$ cat src/rtl/bcd_running_total_pkg.sv
// Shared definitions for the BCD running-total accumulator: FSM states and
// the decimal constants used by both the digit adder and the control path.
package bcd_running_total_pkg;

    localparam int BCD_MAX_SUM = 19;
    localparam int BCD_RADIX   = 10;

    typedef enum logic [1:0] {
        S_IDLE = 2'd0,
        S_ADD  = 2'd1,
        S_DONE = 2'd2
    } state_e;

endpackage

$ cat src/rtl/bcd_running_total_digit_add.sv
// One-digit BCD adder with carry: binary add followed by add-6 correction.
// Purely combinational; the accumulator time-multiplexes a single instance.
module bcd_digit_add
    import bcd_running_total_pkg::*;
(
    input  logic [3:0] a_i,
    input  logic [3:0] b_i,
    input  logic       c_i,
    output logic [3:0] s_o,
    output logic       c_o
);

    logic [4:0] raw;

    assign raw = {1'b0, a_i} + {1'b0, b_i} + {4'b0000, c_i};
    assign c_o = (raw >= 5'(BCD_RADIX));
    // Adding 6 skips the six unused 4-bit codes, so the low nibble lands on raw-10.
    assign s_o = c_o ? (raw[3:0] + 4'd6) : raw[3:0];

endmodule

$ cat src/rtl/bcd_running_total.sv
// NUM_DIGITS-digit BCD running total fed by the adder stage's binary sum.
// Each synchronized add_req edge adds sum_in, one decimal digit per cycle.
module bcd_running_total
    import bcd_running_total_pkg::*;
#(
    parameter int NUM_DIGITS = 3
) (
    input  logic                    clk_i,
    input  logic                    rst_i,
    input  logic [4:0]              sum_in_i,
    input  logic                    add_req_i,
    input  logic                    clr_i,
    output logic [4*NUM_DIGITS-1:0] total_bcd_o,
    output logic                    busy_o,
    output logic                    done_o,
    output logic                    ovf_o,
    output logic                    err_o
);

    localparam int TW    = 4 * NUM_DIGITS;
    localparam int IDX_W = (NUM_DIGITS > 1) ? $clog2(NUM_DIGITS) : 1;

    logic [1:0] sync_q;
    logic       req_prev_q;
    logic       req_rise;

    // NOTE: sequential state uses non-blocking assignments so every flop samples pre-edge values.
    always_ff @(posedge clk_i or posedge rst_i) begin
        if (rst_i) begin
            sync_q     <= 2'b00;
            req_prev_q <= 1'b0;
        end else begin
            sync_q     <= {sync_q[0], add_req_i};
            req_prev_q <= sync_q[1];
        end
    end

    assign req_rise = sync_q[1] & ~req_prev_q;

    state_e           state_q, state_d;
    logic [IDX_W-1:0] idx_q, idx_d;
    logic [3:0]       op0_q, op0_d;
    logic             op1_q, op1_d;
    logic             carry_q, carry_d;
    logic [TW-1:0]    total_q, total_d;
    logic             ovf_q, ovf_d;
    logic             err_q, err_d;

    logic [3:0] cur_digit, op_digit, sum_digit;
    logic       sum_carry;
    logic [4:0] sum_minus_radix;

    always_comb begin
        cur_digit = total_q[4*idx_q +: 4];
        if (idx_q == '0)
            op_digit = op0_q;
        else if (idx_q == IDX_W'(1))
            op_digit = {3'b000, op1_q};
        else
            op_digit = 4'd0;
    end

    bcd_digit_add u_digit_add (
        .a_i (cur_digit),
        .b_i (op_digit),
        .c_i (carry_q),
        .s_o (sum_digit),
        .c_o (sum_carry)
    );

    assign sum_minus_radix = sum_in_i - 5'(BCD_RADIX);

    // NOTE: every variable gets its default first, so no path through the block can infer a latch.
    always_comb begin
        state_d = state_q;
        idx_d   = idx_q;
        op0_d   = op0_q;
        op1_d   = op1_q;
        carry_d = carry_q;
        total_d = total_q;
        ovf_d   = ovf_q;
        err_d   = err_q;

        if (clr_i) begin
            state_d = S_IDLE;
            idx_d   = '0;
            carry_d = 1'b0;
            total_d = '0;
            ovf_d   = 1'b0;
            err_d   = 1'b0;
        end else begin
            case (state_q)
                S_IDLE: begin
                    if (req_rise) begin
                        if (sum_in_i > 5'(BCD_MAX_SUM)) begin
                            err_d = 1'b1;
                        end else begin
                            op1_d   = (sum_in_i >= 5'(BCD_RADIX));
                            op0_d   = op1_d ? sum_minus_radix[3:0] : sum_in_i[3:0];
                            carry_d = 1'b0;
                            idx_d   = '0;
                            state_d = S_ADD;
                        end
                    end
                end
                S_ADD: begin
                    total_d[4*idx_q +: 4] = sum_digit;
                    carry_d               = sum_carry;
                    if (idx_q == IDX_W'(NUM_DIGITS - 1)) begin
                        state_d = S_DONE;
                        if (sum_carry)
                            ovf_d = 1'b1;
                    end else begin
                        idx_d = idx_q + IDX_W'(1);
                    end
                end
                S_DONE:  state_d = S_IDLE;
                default: state_d = S_IDLE;
            endcase
        end
    end

    always_ff @(posedge clk_i or posedge rst_i) begin
        if (rst_i) begin
            state_q <= S_IDLE;
            idx_q   <= '0;
            op0_q   <= 4'd0;
            op1_q   <= 1'b0;
            carry_q <= 1'b0;
            total_q <= '0;
            ovf_q   <= 1'b0;
            err_q   <= 1'b0;
        end else begin
            state_q <= state_d;
            idx_q   <= idx_d;
            op0_q   <= op0_d;
            op1_q   <= op1_d;
            carry_q <= carry_d;
            total_q <= total_d;
            ovf_q   <= ovf_d;
            err_q   <= err_d;
        end
    end

    assign total_bcd_o = total_q;
    assign busy_o      = (state_q == S_ADD);
    assign done_o      = (state_q == S_DONE);
    assign ovf_o       = ovf_q;
    assign err_o       = err_q;

endmodule

$ cat config.mk
export PLATFORM = sky130hd
export DESIGN_NAME = bcd_running_total
export DESIGN_NICKNAME = d
export VERILOG_FILES = /design/src/rtl/bcd_running_total_pkg.sv /design/src/rtl/bcd_running_total_digit_add.sv /design/src/rtl/bcd_running_total.sv
export SDC_FILE = /design/constraint.sdc
export NUM_CORES = 1
export LEC_CHECK = 0
export ABC_CLOCK_PERIOD_IN_PS = 11100
export BUFFER_PORTS_ARGS = -buffer_cell sky130_fd_sc_hd__buf_2
export CAP_MARGIN = 10
export CORE_ASPECT_RATIO = 0.75
export CORE_MARGIN = 8
export CORE_UTILIZATION = 55
export CTS_BUF_LIST = sky130_fd_sc_hd__clkbuf_4
export DETAILED_ROUTE_END_ITERATION = 7
export PLACE_DENSITY = 0.78
export REMOVE_ABC_BUFFERS = 1
export SYNTH_ARGS = -nofsm -noshare
export SYNTH_HDL_FRONTEND = slang
export SYNTH_SLANG_ARGS = --single-unit
$ cat constraint.sdc
create_clock -name clk_i -period 11.1 [get_ports clk_i]
set_input_delay 1.665 -clock clk_i [delete_from_list [all_inputs] [get_ports clk_i]]
set_output_delay 1.665 -clock clk_i [all_outputs]
set_load 0.01 [all_outputs]
# Word level (Yosys, flattened, before mapping)
# Index checks and enable logic that the tools add are counted.
classes:
  add_sub_neg: 6
  n_mul: 0
  div_mod_pow: 0
  magnitude_cmp: 3
  n_eq_ne: 8
  shifts: 3
  n_mux: 29
  n_bitwise: 4
  reduce_logical: 15
op_table:
  columns: ["cell", "count"]
  rows:
  - ["negator 4 -> 34 bit", 1]
  - ["variable shift 4 x 34 -> 12 bit, first input constant", 1]
  - ["variable part select 4 x 34 -> 12 bit", 1]
  - ["2-to-1 mux 12 bit", 2]
  - ["2-to-1 mux 2 bit", 8]
  - ["bitwise mux 12 bit", 1]
  - ["2-to-1 mux 1 bit", 12]
  - ["2-to-1 mux 4 bit", 3]
  - ["AND reduction 3 bit", 4]
  - ["nonzero test 2 bit", 6]
  - ["variable part select 12 x 5 -> 4 bit", 1]
  - ["greater-or-equal comparator 5 x 4 -> 1 bit, second input constant", 2]
  - ["inequality test 3 bit, second input constant", 3]
  - ["case mux 2 bit (2 select lines)", 2]
  - ["AND reduction 4 bit", 2]
  - ["adder 4 x 4 -> 5 bit", 1]
  - ["adder 5 x 1 -> 5 bit", 1]
  - ["> comparator 5 bit, second input constant", 1]
  - ["adder 4 x 3 -> 4 bit, second input constant", 1]
  - ["equality test 2 x 1 -> 1 bit, second input constant", 2]
  - ["equality test 2 bit, second input constant", 2]
  - ["logical NOT 2 bit", 2]
  - ["subtractor 4 bit, second input constant", 1]
  - ["inequality test 3 x 2 -> 1 bit, second input constant", 1]
  - ["5 further kinds", 7]
totals:
  regBits: 27
  latchBits: 0
  mem_bits_rw: 0
  romBits: 0
  input_bits: 9
  elab_cells: 78
  memories: 0

# Depth between registers and ports, before layout
# Gate-level depths: netlist of run 1.
depth:
  ltp_word: 11
  ltp_mapped: 17
  mapped_depth_nobuf: 16

# Modules after synthesis
# Synthesis of run 1 repeated with hierarchy kept, for this count alone.
unflattened:
  hier_cells: 189
  hier_area_um2: 1734.2
modules_own_cells:
  columns: ["module", "instances", "cells_per_inst", "area_per_inst_um2", "seq_area_each_um2"]
  rows:
  - ["bcd_running_total", 1, 146, 1406.3, 675.6]
  - ["bcd_digit_add", 1, 43, 327.8, 0.0]

# Least setup slack after synthesis of run 1
# No wires, ideal clock.
synth_timing:
  path_kind: "reg2reg"
  startpoint: "register idx_q[1]"
  endpoint: "register total_q[10], in the netlist total_bcd_o[10]"
  arrival_time_ps: 3436
  t_required_ps: 11032
  slack_ps: 7596
  path_stages_with_launch: 18
  path_buffers: 2
  synth_period_minus_slack_ps: 3504
  path_cell_list: "dfrtp_1 -> clkbuf_1 -> inv_1 -> ha_1 -> clkbuf_1 -> nor2_1 -> a21oi_1 -> fa_1 -> inv_1 -> fa_1 -> inv_1 -> ha_1 -> inv_1 -> a31o_1 -> a221oi_1 -> o31a_2 -> mux2i_1 -> a22o_1"
synth_between:
  elab_chain_cells: 11
  elab_cells_between_ends: 16
  cone_classes: "add/sub (4); order compare (1); eq/ne (1); shift (3); mux (6); reduce/logical (1)"
synth_rtl:
  columns: ["item", "line", "source"]
  rows:
  - ["start: declaration", "bcd_running_total.sv:41", "logic [IDX_W-1:0] idx_q, idx_d;"]
  - ["start signal: assignment", "bcd_running_total.sv:135", "idx_q <= idx_d;"]
  - ["parallel branches: the longest is 8 deep, another holds adder 4 x 4 -> 5 bit", null, null]
  - ["bitwise mux 12 bit (*)", "bcd_running_total.sv:107", "total_d[4*idx_q +: 4] = sum_digit;"]
  - ["2-to-1 mux 12 bit (*)", "bcd_running_total.sv:92", "case (state_q)"]
  - ["2-to-1 mux 12 bit (*)", "bcd_running_total.sv:84", "if (clr_i) begin"]
  - ["end signal: assignment", "bcd_running_total.sv:139", "total_q <= total_d;"]
  - ["end: declaration", "bcd_running_total.sv:45", "logic [TW-1:0] total_q, total_d;"]
# Mark *: on every way between the ends. The select of a mux whose other input is x is not followed.
# A chain may end at the register's enable or synchronous reset.

# Final worst setup path of run 1
layout_timing:
  startpoint: "register idx_q[0]"
  endpoint: "register total_q[2], in the netlist total_bcd_o[2]"
# Same word-level chain as after synthesis.

==> implementation parameters, run 1 <==
Parameter                              Value

STA
  Minimum setup slack in the final design ... 7.21 ns
  Final hold violation count ... 0
  Final Max Slew Viols ... 0
  Final worst hold slack ... 0.364 ns
  Clock skew after layout ... roughly 0.018 ns
  Highest attainable clock frequency ... roughly 260 MHz
  Worst slew margin ... 33.6%
  Sum of negative setup slack ... 0 ns
  Worst-Margin Slew ... around 1.0 ns
  Number of setup violations in the final report ... 0
  Minimum clock period ... about 3.9 ns
  Period utilisation layout ... between 30% and 40%
  Setup repair after global routing missed its margin ... false

Cells and area
  Number of inserted filler cells in the final layout ... between 200 and 250
  Fraction of final layout cells with drive strength greater than 1 ... approximately 18%
  Top library cells by usage in the layout, fill and taps aside ... sky130_fd_sc_hd__dfrtp_1, sky130_fd_sc_hd__buf_2, sky130_fd_sc_hd__inv_1
  Fin nets ... 204
  Final Instance Area ... around 1700 um2
  Layout Area Growth over Synthesis ... 11.2%
  Ant diodes ... 0
  Most common library cell in the layout ignoring fill and taps ... sky130_fd_sc_hd__dfrtp_1

Floorplan
  Die Y ... between 60 and 70 um
  Area of the core ... 2640 um2
  Row cnt ... 16
  Boundary Pins ... 25
  Initial core utilization ... around three fifths
  Width of the die ... 77.4 um
  Die ar. ... approximately 4800 um2

Min path
  Worst hold path startpoint ... sync_q[0]
  Hold Path Stages ... 0
  Destination of the worst hold path ... sync_q[1]
  Class of the worst hold path ... reg -> reg

Global routing
  Total GRT Usage ... 15.3%
  Largest net degree at the start of global routing ... 28
  Met1 Track Usage GR ... approximately 18%
  Overflow left after global routing ... 0
  Met2 usage in global routing ... between 20% and 30%
  Antenna violations before repair ... 0
  Number of global-route vias before repair ... around 1,300
  Global routing usage on met3 ... under 10%
  First-pass GRT wire length ... slightly below 6 mm
  Global route hottest layer ... met2

Drt
  Via density ... ~5.7
  Via count ... ~1,200
  Pre-antenna DRT Iters ... 4
  Post-detailed-routing wire length ... around 3.4 mm
  Avg WL per Cell ... 15.6 um
  Violation count after the first detailed-route iteration ... 114
  Number of antenna-violating nets in the routed design ... 0
  # DRC ... 0

Critical path
  Cell type group with the largest total delay on the critical path ... adder cells
  Master of the slowest instance on the critical path ... sky130_fd_sc_hd__dfrtp_1
  Number of cell instances on the worst register-to-register path ... 15
  Setup crit start kind ... flop
  Critical path class ... reg -> reg
  Required @ worst endpoint ... around 11 ns
  Endpoint arrival time on the critical path ... 4.18 ns
  CP endpoint kind ... flop
  Critical R2R Capture ... total_bcd_o[2]
  Crit path buf inv count ... 3
  Crit Path Max Fanout ... 11
  Maximum single-stage delay on the critical path ... about 0.53 ns
  Minimum setup slack among reg-to-reg paths ... just over 7 ns
  Most frequent CP cell ... sky130_fd_sc_hd__inv_1
  Cells along the critical path ... inv_1 -> ha_1 -> nor2_1 -> a21oi_1 -> fa_1 -> inv_1 -> fa_1 -> xnor2_2 -> ha_1 -> inv_1 -> a31o_1 -> a221oi_1 -> o31a_2 -> mux2i_1 -> a22o_1
  Worst R2R Start ... idx_q[0]

Clock tree
  Source-to-sink clock delay at the later pin of the worst-skew pair ... around 0.34 ns
  CTS H-tree depth ... 1
  Maximum count of clock buffers along a single path ... 2
  Clk pin slew, worst setup/hold paths ... roughly 0.15 ns
  Count of buffers added by post-CTS timing repair for setup ... 0
  Number of buffers created by CTS ... 3
  TritonCTS clock tree ... done
  Clock Sinks ... 27
  Count of cells resized by post-cts repair ... 0
  Hold-fix buffers, CTS ... 0
  Clock root buffer ... sky130_fd_sc_hd__clkbuf_4

Logic synthesis
  Register area share after synthesis ... 43.4%
  Synth Instances ... between 150 and 200
  Yosys Warn Count ... 0
  Cell Area, Synth ... between 1500 and 2000 um2
  Library cells used by synthesis ... 35
  Synthesized area per cell ... around 10 um2
  Post-synthesis register bit count ... 27

Place
  Worst setup timing slack at the placement stage ... 7.30 ns
  RePlAce Congestion ... 0.847
  Estimated wirelength of the detail-placed design ... around 2.7 mm
  Placement-stage cell area ... 1700 um2
  IO Port Bufs ... 24

Run
  Number of maximum-capacitance constraint violations ... 0

Power
  Total design power ... approximately 0.22 mW
  Total leakage power ... 0.859 nW
  Pwr dens ... 127 nW/um2
  Worst vdd ir ... 0.0000630 V

Status
  Result of the run ... finished clean
==> power by group <==
group	internal [mW]	switching (mW)	total, mW
registers	0.105	0.00483	0.110
logic	0.0273	0.0393	0.0667
clock network	0.0135	0.0288	0.0424
total	0.146	0.0730	0.219
==> layout make-up <==
cell class	instances	area [um2]	area share, %
Clock buffer	3	22.5	1.30
Tap cell	36	45.0	2.60
Multi-Input combinational cell	110	797	46.1
Timing Repair Buffer	24	120	6.95
Inverter	17	63.8	3.69
Sequential cell	27	676	39.1
Clock inverter	1	5.00	0.289
==> sequential cells by signal, summed over array words and instances (netlist names) <==
| register | cells |
|---|---|
| req_prev_q | 1 |
| op1_q | 1 |
| total_bcd_o | 12 |
| op0_q | 4 |
| ovf_o | 1 |
| sync_q | 2 |
| carry_q | 1 |
| idx_q | 2 |
| err_o | 1 |
| state_q | 2 |
==> synth_stat cells <==
master                     number  area, um2
sky130_fd_sc_hd__o31a_2         1       10.0
sky130_fd_sc_hd__o21a_1         1       7.51
sky130_fd_sc_hd__or2_2          1       6.26
sky130_fd_sc_hd__fa_1           2       40.0
sky130_fd_sc_hd__a211oi_1       1       7.51
sky130_fd_sc_hd__nand2b_1       3       18.8
sky130_fd_sc_hd__a22o_1         9       78.8
sky130_fd_sc_hd__nand2_1       14       52.6
sky130_fd_sc_hd__and3b_1        1       8.76
sky130_fd_sc_hd__clkbuf_1       5       18.8
sky130_fd_sc_hd__o21ai_0       10       50.1
sky130_fd_sc_hd__a21oi_1       10       50.1
sky130_fd_sc_hd__nor2b_1        3       18.8
sky130_fd_sc_hd__o32ai_1        2       17.5
sky130_fd_sc_hd__nor3_1         3       15.0
sky130_fd_sc_hd__nor3b_1        1       7.51
sky130_fd_sc_hd__o211ai_1       1       7.51
sky130_fd_sc_hd__xnor2_1        2       17.5
sky130_fd_sc_hd__and4_1         1       8.76
sky130_fd_sc_hd__inv_1         17       63.8
sky130_fd_sc_hd__ha_1          10        125
sky130_fd_sc_hd__mux2i_1        8       80.1
sky130_fd_sc_hd__or3b_1         1       8.76
sky130_fd_sc_hd__or3_1          1       6.26
sky130_fd_sc_hd__a221oi_1       1       8.76
sky130_fd_sc_hd__o22ai_1        2       12.5
sky130_fd_sc_hd__o31a_1         1       8.76
sky130_fd_sc_hd__nor4_1         2       12.5
sky130_fd_sc_hd__and2_1         3       18.8
sky130_fd_sc_hd__xnor2_2        1       16.3
sky130_fd_sc_hd__a31o_1         1       8.76
sky130_fd_sc_hd__o31ai_1        1       7.51
sky130_fd_sc_hd__dfrtp_1       27        676
sky130_fd_sc_hd__nor2_1        10       37.5
sky130_fd_sc_hd__mux2_2         2       22.5
==> how the worst max path moves through the flow <==
stage	from	end	slack [ns]	depth (start not counted)
floorplan	idx_q[0]	total_bcd_o[10]	7.80	15
finish	idx_q[0]	total_bcd_o[2]	7.21	15
global placement	idx_q[0]	total_bcd_o[6]	7.56	15
CTS	idx_q[1]	total_bcd_o[6]	7.25	15
detailed placement	idx_q[1]	total_bcd_o[10]	7.30	15
global route	idx_q[1]	total_bcd_o[10]	6.97	15
==> metal layers <==
metal  vias to the layer above  wire, um
li1                        600         -
met1                       588      1500
met2                        49      1610
met3                         6       240
met4                         0        39
met5                         -         0
==> cells by family after synthesis <==
kind of cell             after synthesis  synth area share (%)
multiplexers                          10                  6.60
AO/OA/AOI/OAI                         41                  17.7
AND/OR/NAND/NOR                       44                  14.2
adder cells (fa/ha/maj)               12                  10.6
buffers and inverters                 22                  5.31
flip-flops                            27                  43.4
XOR/XNOR                               3                  2.17
==> worst register-to-register path, stage by stage, from the launching register on <==
cell	delay [ns]
sky130_fd_sc_hd__dfrtp_1	0.53
sky130_fd_sc_hd__inv_1	0.17
sky130_fd_sc_hd__ha_1	0.34
sky130_fd_sc_hd__nor2_1	0.09
sky130_fd_sc_hd__a21oi_1	0.17
sky130_fd_sc_hd__fa_1	0.22
sky130_fd_sc_hd__inv_1	0.05
sky130_fd_sc_hd__fa_1	0.45
sky130_fd_sc_hd__xnor2_2	0.25
sky130_fd_sc_hd__ha_1	0.27
sky130_fd_sc_hd__inv_1	0.06
sky130_fd_sc_hd__a31o_1	0.20
sky130_fd_sc_hd__a221oi_1	0.27
sky130_fd_sc_hd__o31a_2	0.24
sky130_fd_sc_hd__mux2i_1	0.35
sky130_fd_sc_hd__a22o_1	0.18
==> stage by stage <==
step / utilization, % / instances
3_3_place_gp: 64.4 / 214
4_1_cts: 65.4 / 218
5_1_grt: 65.4 / 218
6_report: 65.4 / 218
2_1_floorplan: - / 154
3_5_place_dp: 64.4 / 214
(Power assumes the default switching activity.)
==> inputs of run 2 (changes only) <==
--- a/config.mk
+++ b/config.mk
@@ -5,7 +5,8 @@
 export SDC_FILE = /design/constraint.sdc
 export NUM_CORES = 1
 export LEC_CHECK = 0
-export ABC_CLOCK_PERIOD_IN_PS = 11100
+export ABC_AREA = 1
+export ABC_CLOCK_PERIOD_IN_PS = 3900
 export BUFFER_PORTS_ARGS = -buffer_cell sky130_fd_sc_hd__buf_2
 export CAP_MARGIN = 10
 export CORE_ASPECT_RATIO = 0.75
@@ -13,7 +14,7 @@
 export CORE_UTILIZATION = 55
 export CTS_BUF_LIST = sky130_fd_sc_hd__clkbuf_4
 export DETAILED_ROUTE_END_ITERATION = 7
-export PLACE_DENSITY = 0.78
+export PLACE_DENSITY = 0.77
 export REMOVE_ABC_BUFFERS = 1
 export SYNTH_ARGS = -nofsm -noshare
 export SYNTH_HDL_FRONTEND = slang
==> constraint.sdc (replaced) <==
create_clock -name clk_i -period 3.9 [get_ports clk_i]
set_input_delay 0.585 -clock clk_i [delete_from_list [all_inputs] [get_ports clk_i]]
set_output_delay 0.585 -clock clk_i [all_outputs]
set_load 0.01 [all_outputs]
==> run 2 against run 1 <==
Net effect:
- sequential share of layout area down 2.6 points
- power grew to 3.3 times the previous value
- non-clock buffer count unchanged
- first-iteration DRC count grew 52%
- setup slack worse by 6.4 ns
- worst hold slack worse by 0.013 ns
- sequential power rose to 2.8 times the previous value
- fmax rose by 25%
- global-route usage increased by 0.075 points
- critical path depth down 1
- flip-flop and latch count unchanged
- synthesized cell count rose by 36%
- largest power group unchanged
==> implementation parameters, run 2 <==
Parameter                              Value

Power
  Part of the power in registers ... 43.9% (was 50.2%)
  Total design power ... 0.715 mW (was 0.219 mW)
  Clock share of power ... 17.7% (was 19.3%)
  Total leakage power ... 1.04 nW (was 0.859 nW)
  Combinational cell fraction of total power ... 38.5% (was 30.4%)
  Pwr dens ... 386 nW/um2 (was 127 nW/um2)
  Internal power ... 0.432 mW (was 0.146 mW)
  Worst vdd ir ... 0.000208 V (was 0.0000630 V)
  Sw power ... 0.283 mW (was 0.0730 mW)
  Switching Fraction ... 39.5% (was 33.3%)

Clock tree
  Source-to-sink clock delay at the later pin of the worst-skew pair ... 0.34 ns (about the same)
  Clock root buffer ... sky130_fd_sc_hd__clkbuf_4 (unchanged)
  Clock Sinks ... 27 (unchanged)
  Count of cells resized by post-cts repair ... 0 (unchanged)
  Number of buffers created by CTS ... 3 (unchanged)
  Maximum count of clock buffers along a single path ... 2 (unchanged)
  TritonCTS clock tree ... done (unchanged)
  Clk pin slew, worst setup/hold paths ... 0.16 ns (was 0.15 ns)
  Hold-fix buffers, CTS ... 0 (unchanged)
  CTS H-tree depth ... 1 (unchanged)
  Count of buffers added by post-CTS timing repair for setup ... 0 (unchanged)

Floorplan
  Width of the die ... 79.5 um (was 77.4 um)
  Die ar. ... 5060 um2 (was 4800 um2)
  Die Y ... 63.7 um (was 62.1 um)
  Initial core utilization ... 57.1% (was 58.9%)
  Row cnt ... 17 (was 16)
  Boundary Pins ... 25 (unchanged)
  Area of the core ... 2910 um2 (was 2640 um2)

STA
  Final Max Slew Viols ... 0 (unchanged)
  Minimum setup slack in the final design ... 0.779 ns (was 7.21 ns)
  Clock skew after layout ... 0.0146 ns (was 0.0181 ns)
  Sum of negative setup slack ... 0 ns (unchanged)
  Number of setup violations in the final report ... 0 (unchanged)
  Minimum clock period ... 3.12 ns (was 3.89 ns)
  Worst-Margin Slew ... 1.00 ns (was 0.995 ns)
  Setup repair after global routing missed its margin ... false (unchanged)
  Final hold violation count ... 0 (unchanged)
  Worst slew margin ... 33.1% (was 33.6%)
  Period utilisation layout ... 80.0% (was 35.0%)
  Highest attainable clock frequency ... 320 MHz (was 257 MHz)

Logic synthesis
  Cell type with the highest aggregate area in the netlist ... sky130_fd_sc_hd__dfrtp_1 (unchanged)
  Largest cells by area after synthesis ... sky130_fd_sc_hd__dfrtp_1, sky130_fd_sc_hd__nand2_1, sky130_fd_sc_hd__inv_1 (was sky130_fd_sc_hd__dfrtp_1, sky130_fd_sc_hd__ha_1, sky130_fd_sc_hd__mux2i_1)
  Cell Area, Synth ... 1670 um2 (was 1560 um2)
  Adder-cell share of the synthesized area ... 9.92% (was 10.6%)
  Synth Instances ... 217 (was 159)
  Post-synthesis compound-gate area fraction ... 11.0% (was 17.7%)
  Yosys Warn Count ... 0 (unchanged)
  Library cells used by synthesis ... 27 (was 35)
  Post-synthesis register bit count ... 27 (unchanged)
  Top-area cell type share of the netlist area ... 40.6% (was 43.4%)
  Leading cell types by count after synthesis ... sky130_fd_sc_hd__nand2_1, sky130_fd_sc_hd__inv_1, sky130_fd_sc_hd__dfrtp_1 (was sky130_fd_sc_hd__dfrtp_1, sky130_fd_sc_hd__inv_1, sky130_fd_sc_hd__nand2_1)
  Synthesized area per cell ... 7.67 um2 (was 9.78 um2)
  Combinational family with the most area after synthesis ... simple AND/OR/NAND/NOR gates (was compound AO/OA/AOI/OAI gates)
  Top FF cell, synth ... sky130_fd_sc_hd__dfrtp_1 (unchanged)
  Register area share after synthesis ... 40.6% (was 43.4%)
  Number of synthesized flops with an enable pin ... 0 (unchanged)
  Mux cell area share after synthesis ... 0% (was 6.60%)
  Synth Area in Simple Gates ... 28.2% (was 14.2%)
  Asr flop ratio synth ... 100% (unchanged)
  Most instantiated library cell after synthesis ... sky130_fd_sc_hd__nand2_1 (was sky130_fd_sc_hd__dfrtp_1)
  Parity-gate share of the synthesized area counting xor and xnor cells ... 0.526% (was 2.17%)

Place
  RePlAce Congestion ... 0.868 (was 0.847)
  IO Port Bufs ... 24 (unchanged)
  Estimated wirelength of the detail-placed design ... 3.00 mm (was 2.72 mm)
  Worst setup timing slack at the placement stage ... 0.835 ns (was 7.30 ns)

Global routing
  Largest net degree at the start of global routing ... 28 (unchanged)
  Antenna violations before repair ... 0 (unchanged)
  Total GRT Usage ... 15.4% (was 15.3%)
  First-pass GRT wire length ... 6.27 mm (was 5.86 mm)
  Overflow left after global routing ... 0 (unchanged)
  Number of global-route vias before repair ... 1,312 (was 1,257)

Cells and area
  Fraction of final layout cells with drive strength greater than 1 ... 18.9% (was 18.1%)
  Multi-input gate area ... 827 um2 (was 797 um2)
  Layout Area Growth over Synthesis ... 11.1% (was 11.2%)
  Number of inserted filler cells in the final layout ... 257 (was 228)
  Most common library cell in the layout ignoring fill and taps ... sky130_fd_sc_hd__nand2_1 (was sky130_fd_sc_hd__dfrtp_1)
  Flip-flop count of the largest register after layout ... 12 (unchanged)
  Top library cells by usage in the layout, fill and taps aside ... sky130_fd_sc_hd__nand2_1, sky130_fd_sc_hd__inv_1, sky130_fd_sc_hd__dfrtp_1 (was sky130_fd_sc_hd__dfrtp_1, sky130_fd_sc_hd__buf_2, sky130_fd_sc_hd__inv_1)
  Fin nets ... 265 (was 204)
  Ant diodes ... 0 (unchanged)
  Total area of sequential cells ... 676 um2 (unchanged)

Status
  Result of the run ... finished clean (unchanged)

Critical path
  Endpoint arrival time on the critical path ... 3.35 ns (was 4.18 ns)
  Launching element of the worst setup path ... idx_q[0] (unchanged)
  Critical path class ... reg -> reg (unchanged)
  Required @ worst endpoint ... 4.13 ns (was 11.39 ns)
  CP endpoint kind ... flop (unchanged)
  Setup crit start kind ... flop (unchanged)
  Worst R2R Start ... idx_q[0] (unchanged)
  Crit Path Max Fanout ... 12 (was 11)

Run
  Number of maximum-capacitance constraint violations ... 0 (unchanged)

Drt
  Number of antenna-violating nets in the routed design ... 0 (unchanged)
  Post-detailed-routing wire length ... 3.75 mm (was 3.39 mm)
  Via count ... 1,493 (was 1,243)
  Avg WL per Cell ... 13.4 um (was 15.6 um)
  Pre-antenna DRT Iters ... 4 (unchanged)
  # DRC ... 0 (unchanged)
  Via density ... 5.31 (was 5.70)
  Violation count after the first detailed-route iteration ... 173 (was 114)

Min path
  Worst hold path startpoint ... add_req_i (was sync_q[0])
  Class of the worst hold path ... in -> reg (was reg -> reg)
run 2: cell types whose count changed after synthesis, moves of 6 or more:
| cell | before | now |
|---|---|---|
| sky130_fd_sc_hd__a21oi_1 | 10 | 4 |
| sky130_fd_sc_hd__a22o_1 | 9 | 0 |
| sky130_fd_sc_hd__inv_1 | 17 | 35 |
| sky130_fd_sc_hd__mux2i_1 | 8 | 0 |
| sky130_fd_sc_hd__nand2_1 | 14 | 56 |
| sky130_fd_sc_hd__nand3_1 | 0 | 16 |
| sky130_fd_sc_hd__nand4_1 | 0 | 7 |
| sky130_fd_sc_hd__o21ai_0 | 10 | 21 |
run 2: layout make-up:
class,instances,area share (%)
clock buffer,3,1.22
clock inverter,1,0.406
sequential,27,36.5
timing repair buffer,24,6.49
inverter,40,8.11
tap,38,2.57
multi-input combinational,148,44.7
run 2: cells by family (layout without fill, tap and decap cells):
family | count (synthesis) | in the layout
AOI/OAI and AO/OA | 33 | 33
and+or+nand+nor | 102 | 102
buffers and inverters | 42 | 68
xor gates and xnor gates | 1 | 1
DFF | 27 | 27
adders and majority gates | 12 | 12
run 2: per-layer routing:
metal / vias to the layer above / global-route usage [%] / wire length, um
met2: 57 / 20.7 / 1530
met1: 684 / 22.4 / 1860
met4: 0 / 5.07 / 57
li1: 746 / - / -
met5: - / 0 / 0
met3: 6 / 4.39 / 313
run 2: worst paths after layout:
path,to,slack [ns],depth (start not counted)
hold reg to reg,sync_q[1],0.37,0
max in group asynchronous,total_bcd_o[3],2.84,2
min in group asynchronous,idx_q[0],0.45,2
setup reg to reg,total_bcd_o[1],0.78,14
setup / recovery,total_bcd_o[1],0.78,14
hold / removal,sync_q[0],0.35,1
run 2: critical path, stage by stage (launching register included):
cell	delay, ns
sky130_fd_sc_hd__dfrtp_1	0.59
sky130_fd_sc_hd__inv_2	0.14
sky130_fd_sc_hd__ha_1	0.31
sky130_fd_sc_hd__nor2_1	0.13
sky130_fd_sc_hd__a22oi_1	0.08
sky130_fd_sc_hd__fa_1	0.37
sky130_fd_sc_hd__inv_1	0.11
sky130_fd_sc_hd__fa_1	0.48
sky130_fd_sc_hd__inv_1	0.11
sky130_fd_sc_hd__ha_1	0.20
sky130_fd_sc_hd__nand2_1	0.09
sky130_fd_sc_hd__nand2_2	0.11
sky130_fd_sc_hd__nand3_1	0.12
sky130_fd_sc_hd__nand3_1	0.11
sky130_fd_sc_hd__o21ai_0	0.07
run 2: power groups by stage:
| stage | sequential (mW) | clock (mW) | combinational [mW] |
|---|---|---|---|
| after floorplan | 0.318 | 0 | 0.213 |
| after global placement | 0.318 | 0 | 0.266 |
| after detailed placement | 0.318 | 0 | 0.271 |
| after CTS | 0.313 | 0.130 | 0.273 |
| after global routing | 0.316 | 0.143 | 0.315 |
| final | 0.313 | 0.126 | 0.275 |
run 2: stage by stage:
step | util (%) | std cells | hold WS, ns | instance area [um2]
floorplan | - | 215 | 0.331 | 1650
detailed placement | 62.5 | 277 | 0.337 | 1820
finish | 63.5 | 281 | 0.351 | 1850
global placement | 62.5 | 277 | 0.332 | 1820
CTS | 63.5 | 281 | 0.344 | 1850
global route | 63.5 | 281 | 0.330 | 1850
